$ cat src/rtl/bc_branch_resolve.sv
// bc_branch_resolve: two-stage Branch Conditional (opcode 16) resolver that owns CTR and LR.
module bc_branch_resolve #(
  parameter int addressWidth = 64,
  parameter int instructionCounterWidth = 64,
  parameter int instMinIdWidth = 7,
  parameter int funcUnitCodeSize = 3,
  parameter int BranchUnitID = 6,
  parameter int bodySize = 26
) (
  input  logic                               clock_i,
  input  logic                               resetn_i,
  input  logic                               enable_i,
  input  logic [funcUnitCodeSize-1:0]        functionalUnitType_i,
  input  logic [5:0]                         instructionOpcode_i,
  input  logic [bodySize-1:0]                instructionBody_i,
  input  logic [addressWidth-1:0]            instructionAddress_i,
  input  logic                               is64Bit_i,
  input  logic [instructionCounterWidth-1:0] instMajId_i,
  input  logic [instMinIdWidth-1:0]          instMinId_i,
  input  logic [31:0]                        crValue_i,
  input  logic                               ctrWrEn_i,
  input  logic [addressWidth-1:0]            ctrWrData_i,
  input  logic                               lrWrEn_i,
  input  logic [addressWidth-1:0]            lrWrData_i,
  input  logic                               stall_i,
  input  logic                               flush_i,
  output logic                               stall_o,
  output logic                               valid_o,
  output logic                               taken_o,
  output logic [addressWidth-1:0]            nextAddress_o,
  output logic [instructionCounterWidth-1:0] instMajId_o,
  output logic [instMinIdWidth-1:0]          instMinId_o,
  output logic [addressWidth-1:0]            ctr_o,
  output logic [addressWidth-1:0]            lr_o
);
  localparam int AW = addressWidth;
  logic [0:4] bo, bi;
  logic [13:0] bd;
  logic accept, commit, decr, ctr_zero, ctr_ok, cond_ok;
  logic [AW-1:0] eff_ctr, new_ctr, ext, mask, target, link_addr;
  logic e1_valid, e1_taken, e1_decr, e1_lk, e1_aa, e1_is64;
  logic [AW-1:0] e1_new_ctr, e1_cia, e1_ext;
  logic [instructionCounterWidth-1:0] e1_maj;
  logic [instMinIdWidth-1:0] e1_min;
  logic e2_decr, e2_lk;
  logic [AW-1:0] e2_new_ctr, e2_link;
  // body fields use big-endian bit numbering: BO[0] is the body MSB
  assign bo = instructionBody_i[bodySize-1 -: 5];
  assign bi = instructionBody_i[bodySize-6 -: 5];
  assign bd = instructionBody_i[bodySize-11 -: 14];
  assign accept = enable_i && functionalUnitType_i == funcUnitCodeSize'(BranchUnitID) &&
                  instructionOpcode_i == 6'd16 && !stall_i && !flush_i;
  assign commit = valid_o && !stall_i && !flush_i;
  assign decr = !bo[2];
  // youngest in-flight decrement wins so back-to-back bdnz chains see each other
  assign eff_ctr = e1_valid && e1_decr ? e1_new_ctr : valid_o && e2_decr ? e2_new_ctr : ctr_o;
  assign new_ctr = decr ? eff_ctr - AW'(1) : eff_ctr;
  assign ctr_zero = is64Bit_i ? new_ctr == '0 : new_ctr[31:0] == 32'd0;
  assign ctr_ok = bo[2] || (!ctr_zero ^ bo[3]);
  assign cond_ok = bo[0] || crValue_i[5'd31 - bi] == bo[1];
  assign ext = {{(AW-16){bd[13]}}, bd, 2'b00};
  assign mask = e1_is64 ? '1 : AW'({32{1'b1}});
  assign target = (e1_aa ? e1_ext : e1_cia + e1_ext) & mask;
  assign link_addr = (e1_cia + AW'(4)) & mask;
  assign stall_o = stall_i;
  always_ff @(posedge clock_i or negedge resetn_i) begin
    if (!resetn_i) begin
      e1_valid <= 1'b0;
      e1_taken <= 1'b0;
      e1_decr <= 1'b0;
      e1_lk <= 1'b0;
      e1_aa <= 1'b0;
      e1_is64 <= 1'b0;
      e1_new_ctr <= '0;
      e1_cia <= '0;
      e1_ext <= '0;
      e1_maj <= '0;
      e1_min <= '0;
      valid_o <= 1'b0;
      taken_o <= 1'b0;
      nextAddress_o <= '0;
      instMajId_o <= '0;
      instMinId_o <= '0;
      e2_decr <= 1'b0;
      e2_lk <= 1'b0;
      e2_new_ctr <= '0;
      e2_link <= '0;
      ctr_o <= '0;
      lr_o <= '0;
    end else begin
      if (flush_i) begin
        e1_valid <= 1'b0;
        valid_o <= 1'b0;
      end else if (!stall_i) begin
        e1_valid <= accept;
        if (accept) begin
          e1_taken <= ctr_ok && cond_ok;
          e1_decr <= decr;
          e1_lk <= instructionBody_i[0];
          e1_aa <= instructionBody_i[1];
          e1_is64 <= is64Bit_i;
          e1_new_ctr <= new_ctr;
          e1_cia <= instructionAddress_i;
          e1_ext <= ext;
          e1_maj <= instMajId_i;
          e1_min <= instMinId_i;
        end
        valid_o <= e1_valid;
        taken_o <= e1_valid && e1_taken;
        nextAddress_o <= e1_taken ? target : link_addr;
        instMajId_o <= e1_maj;
        instMinId_o <= e1_min;
        e2_decr <= e1_decr;
        e2_lk <= e1_lk;
        e2_new_ctr <= e1_new_ctr;
        e2_link <= link_addr;
      end
      ctr_o <= commit && e2_decr ? e2_new_ctr : ctrWrEn_i ? ctrWrData_i : ctr_o;
      lr_o <= commit && e2_lk ? e2_link : lrWrEn_i ? lrWrData_i : lr_o;
    end
  end
endmodule

$ cat config.mk
export PLATFORM = sky130hd
export DESIGN_NAME = bc_branch_resolve
export DESIGN_NICKNAME = d
export VERILOG_FILES = /design/src/rtl/bc_branch_resolve.sv
export SDC_FILE = /design/constraint.sdc
export NUM_CORES = 2
export LEC_CHECK = 0
export ABC_AREA = 0
export CORE_MARGIN = 4
export CORE_UTILIZATION = 43
export DETAILED_ROUTE_END_ITERATION = 10
export GPL_TIMING_DRIVEN = 0
export PLACE_DENSITY = 0.67
export SYNTH_ARGS = -nofsm -noshare
export SYNTH_HDL_FRONTEND = slang
export SYNTH_SLANG_ARGS = --single-unit
$ cat constraint.sdc
create_clock -name clock_i -period 13.2 [get_ports clock_i]
set_clock_uncertainty 0.05 [all_clocks]
set_input_delay 3.3 -clock clock_i [delete_from_list [all_inputs] [get_ports clock_i]]
set_output_delay 3.3 -clock clock_i [all_outputs]
set_load 0.02 [all_outputs]
==> results.ini <==
[final_layout]
drive_above_1_share=0.0430
nFillCells=7269
area_growth_pct=29.7
final_nets=5107
final_common_cell=nand2_1
layout_common_cells=nand2_1 (1,423), dfrtp_1 (613), clkdlybuf4s50_1 (597)
final_cell_area_um2=43600

[pwr]
p_sw_frac=0.267
p_comb_frac=0.129
ir_worst_vdd_v=0.0000764
p_leak_nw=19.9
intPower_mw=3.49
clockPowerShare=0.446
power_density_nw_per_um2=109
p_switching_mw=1.27
pwr-share-seq=0.424

[synth]
synth_top_family_by_area=simple AND/OR/NAND/NOR gates
ys_types=96
syn-num-nets=4428
synthSimpleGateAreaFrac=0.246
synth_fa_ha_area_frac=0.0240
synth_warnings=0
synthArstFlopShare=1.00
synthMuxAreaShare=0.0520
synth_compound_area_frac=0.145
synth_edf_count=0
synth_xor_xnor_area_share=0.0450
syn_inst=4026
seq_area_frac_synth=0.457
avgSynthCellArea_um2=8.36
syn_area_um2=33600
ys_ff_latch=614
yosys_most_used_dff=dfrtp_1

[critical_path]
arrival_ns=9.81
end_kind=flop
worstPathMaxFanout=10
required_ns=13.66
cp-start-kind=flop
timing_worst_setup_path_type=reg2reg

[place]
dp_slack_ns=4.30
hpwl_um=108000
place_congestion=0.998
port_buffers=598
place_area_um2=41100

[cts]
cts_tree=yes
post_cts_buffers=0
htreeDepth=3
cts.repair.resized=0
clk_path_buf_depth=3
clock_sinks=614
clock_latency_ns=0.63
cts.clk_slew.worst_paths_ns=0.06
cts_buffers=72
root_buffer=clkbuf_16
cts_hold_buffers=0

[sta]
period_minus_slack_ns=9.36
post-route-period-util=0.709
finalHoldViolCount=0
hold_slack_ns=0.407
tightest_slew_ns=1.41
rsz0062_at_grt=no
setup_ws_ns=3.84
fmax_mhz=107
setup_viol=0
final.setup.tns_ns=0
drv_slew=0
slew_headroom=0.0511

[floorplanning]
die_width_um=288
die_h_um=288
fp.dieArea_um2=82800
fp-row-count=102
boundaryPins=604
core_area_um2=77500
initial_core_util=0.434

[global_route]
antenna_found_initial=13
grt-ovfl-total=0
grt_pass1_vias=32736
grt_pass1_wl_um=210000
globalRouteTotalUtil=0.335
grt_max_degree=108

[routing]
drc=0
drt-total-wl_um=143000
drtAntennaViolNets=0
drtIter0Drc=3411
dr.pass1.iters=6
wl_per_cell_um=24.6
viasPerCell=5.76
vias=33454

[outcome]
status=completed

[flow_run]
drv_cap=0

[hold_path]
hp-class=reg2reg

power groups by stage:
| stage | clock network (mW) | logic, mW | registers (mW) |
|---|---|---|---|
| 6_report | 2.12 | 0.617 | 2.02 |
| 4_1_cts | 2.15 | 0.617 | 2.02 |
| 2_1_floorplan | 0 | 0.197 | 2.09 |
| 3_3_place_gp | 0 | 0.604 | 2.06 |
| 5_1_grt | 2.24 | 0.657 | 2.03 |
| 3_5_place_dp | 0 | 0.615 | 2.05 |
worst max-delay path, cell delays in order, from the launching register on:
cell and delay, ns:
dfrtp_1 0.32, buf_4 0.23, and2_4 0.24, buf_6 0.18, buf_2 0.33, buf_2 0.36
buf_2 0.35, buf_2 0.35, buf_1 0.56, clkbuf_1 0.68, clkbuf_1 0.65, a21oi_1 0.08
a21oi_1 0.20, ha_1 0.24, nor2b_1 0.32, o311ai_1 0.21, a31oi_1 0.53, nand4_1 0.31
nor4_1 1.20, nand2_1 0.21, xnor2_1 0.38, and3_1 0.21, o2111a_1 0.35, a41oi_1 0.23
mux2i_1 0.19, a211oi_1 0.23
stage by stage:
step                       util  power, mW  instances
after global placement    0.528       2.66       5664
after global routing      0.563       4.92       5804
after detailed placement  0.531       2.67       5671
after floorplan               -       2.29       4026
final                     0.563       4.76       5810
after CTS                 0.563       4.79       5802
registers in the layout, summed over array words and instances, names as in the netlist, 7 cells and up:
register,flops
ctr_o,64
e1_cia,64
e1_ext,14
e1_maj,64
e1_min,7
e1_new_ctr,64
e2_link,64
e2_new_ctr,64
instMajId_o,64
instMinId_o,7
lr_o,64
nextAddress_o,64
routing by layer:
metal,vias to the layer above,track usage,wire length (µm)
met5,-,0,57
met4,8,0.113,5000
met3,281,0.0907,15300
met2,1665,0.519,63700
met1,16331,0.457,58800
li1,15169,-,-
cell usage after synthesis, types with 36 or more instances:
| cell | instances | share of area |
|---|---|---|
| dfrtp_1 | 614 | 0.46 |
| a21o_1 | 36 | 0.0080 |
| mux2i_1 | 149 | 0.044 |
| nand4_1 | 36 | 0.0067 |
| nand3_1 | 69 | 0.010 |
| xnor2_1 | 98 | 0.026 |
| a21oi_1 | 147 | 0.022 |
| ha_1 | 63 | 0.023 |
| nor2_1 | 168 | 0.019 |
| clkbuf_1 | 179 | 0.020 |
| nor3_1 | 56 | 0.0083 |
| xor2_1 | 75 | 0.020 |
| nand2_1 | 1423 | 0.16 |
| o21ai_0 | 366 | 0.054 |
cell families (layout without fill, tap and decap cells):
| group | Yosys count | count (layout) |
|---|---|---|
| simple gates | 1948 | 1948 |
| compound gates | 799 | 799 |
| flops | 614 | 614 |
| buf+inv | 266 | 1002 |
| xor+xnor | 173 | 173 |
| mux | 162 | 162 |
| fa+ha+maj | 64 | 64 |
| other cells | 0 | 8 |
layout make-up:
type	count	area, µm²	share of cell area
Sequential cell	614	15400	0.352
Multi-Input combinational cell	3146	17200	0.394
Buffer	233	936	0.0214
Tap cell	1040	1300	0.0298
Clock buffer	98	2090	0.0479
Clock inverter	33	415	0.00952
Timing Repair Buffer	605	6180	0.142
Inverter	33	124	0.00284
Antenna cell	8	20.0	0.000459
path summary, 6_finish.rpt:
| kind | slack, ns | depth (start not counted) | from | to |
|---|---|---|---|---|
| setup / recovery | 3.84 | 25 | e1_decr$_DFFE_PN0P_ | e1_taken$_DFFE_PN0P_ |
| setup reg to reg | 3.84 | 25 | e1_decr$_DFFE_PN0P_ | e1_taken$_DFFE_PN0P_ |
| hold / removal | 0.41 | 2 | e1_min[6]$_DFFE_PN0P_ | instMinId_o[6]$_DFFE_PN0P_ |
| min in group asynchronous | 2.51 | 1 | resetn_i | lr_o[11]$_DFFE_PN0P_ |
| hold reg to reg | 0.41 | 2 | e1_min[6]$_DFFE_PN0P_ | instMinId_o[6]$_DFFE_PN0P_ |
| max in group asynchronous | 8.76 | 4 | resetn_i | instMajId_o[18]$_DFFE_PN0P_ |
No activity file was read; power rests on OpenSTA's default activity.
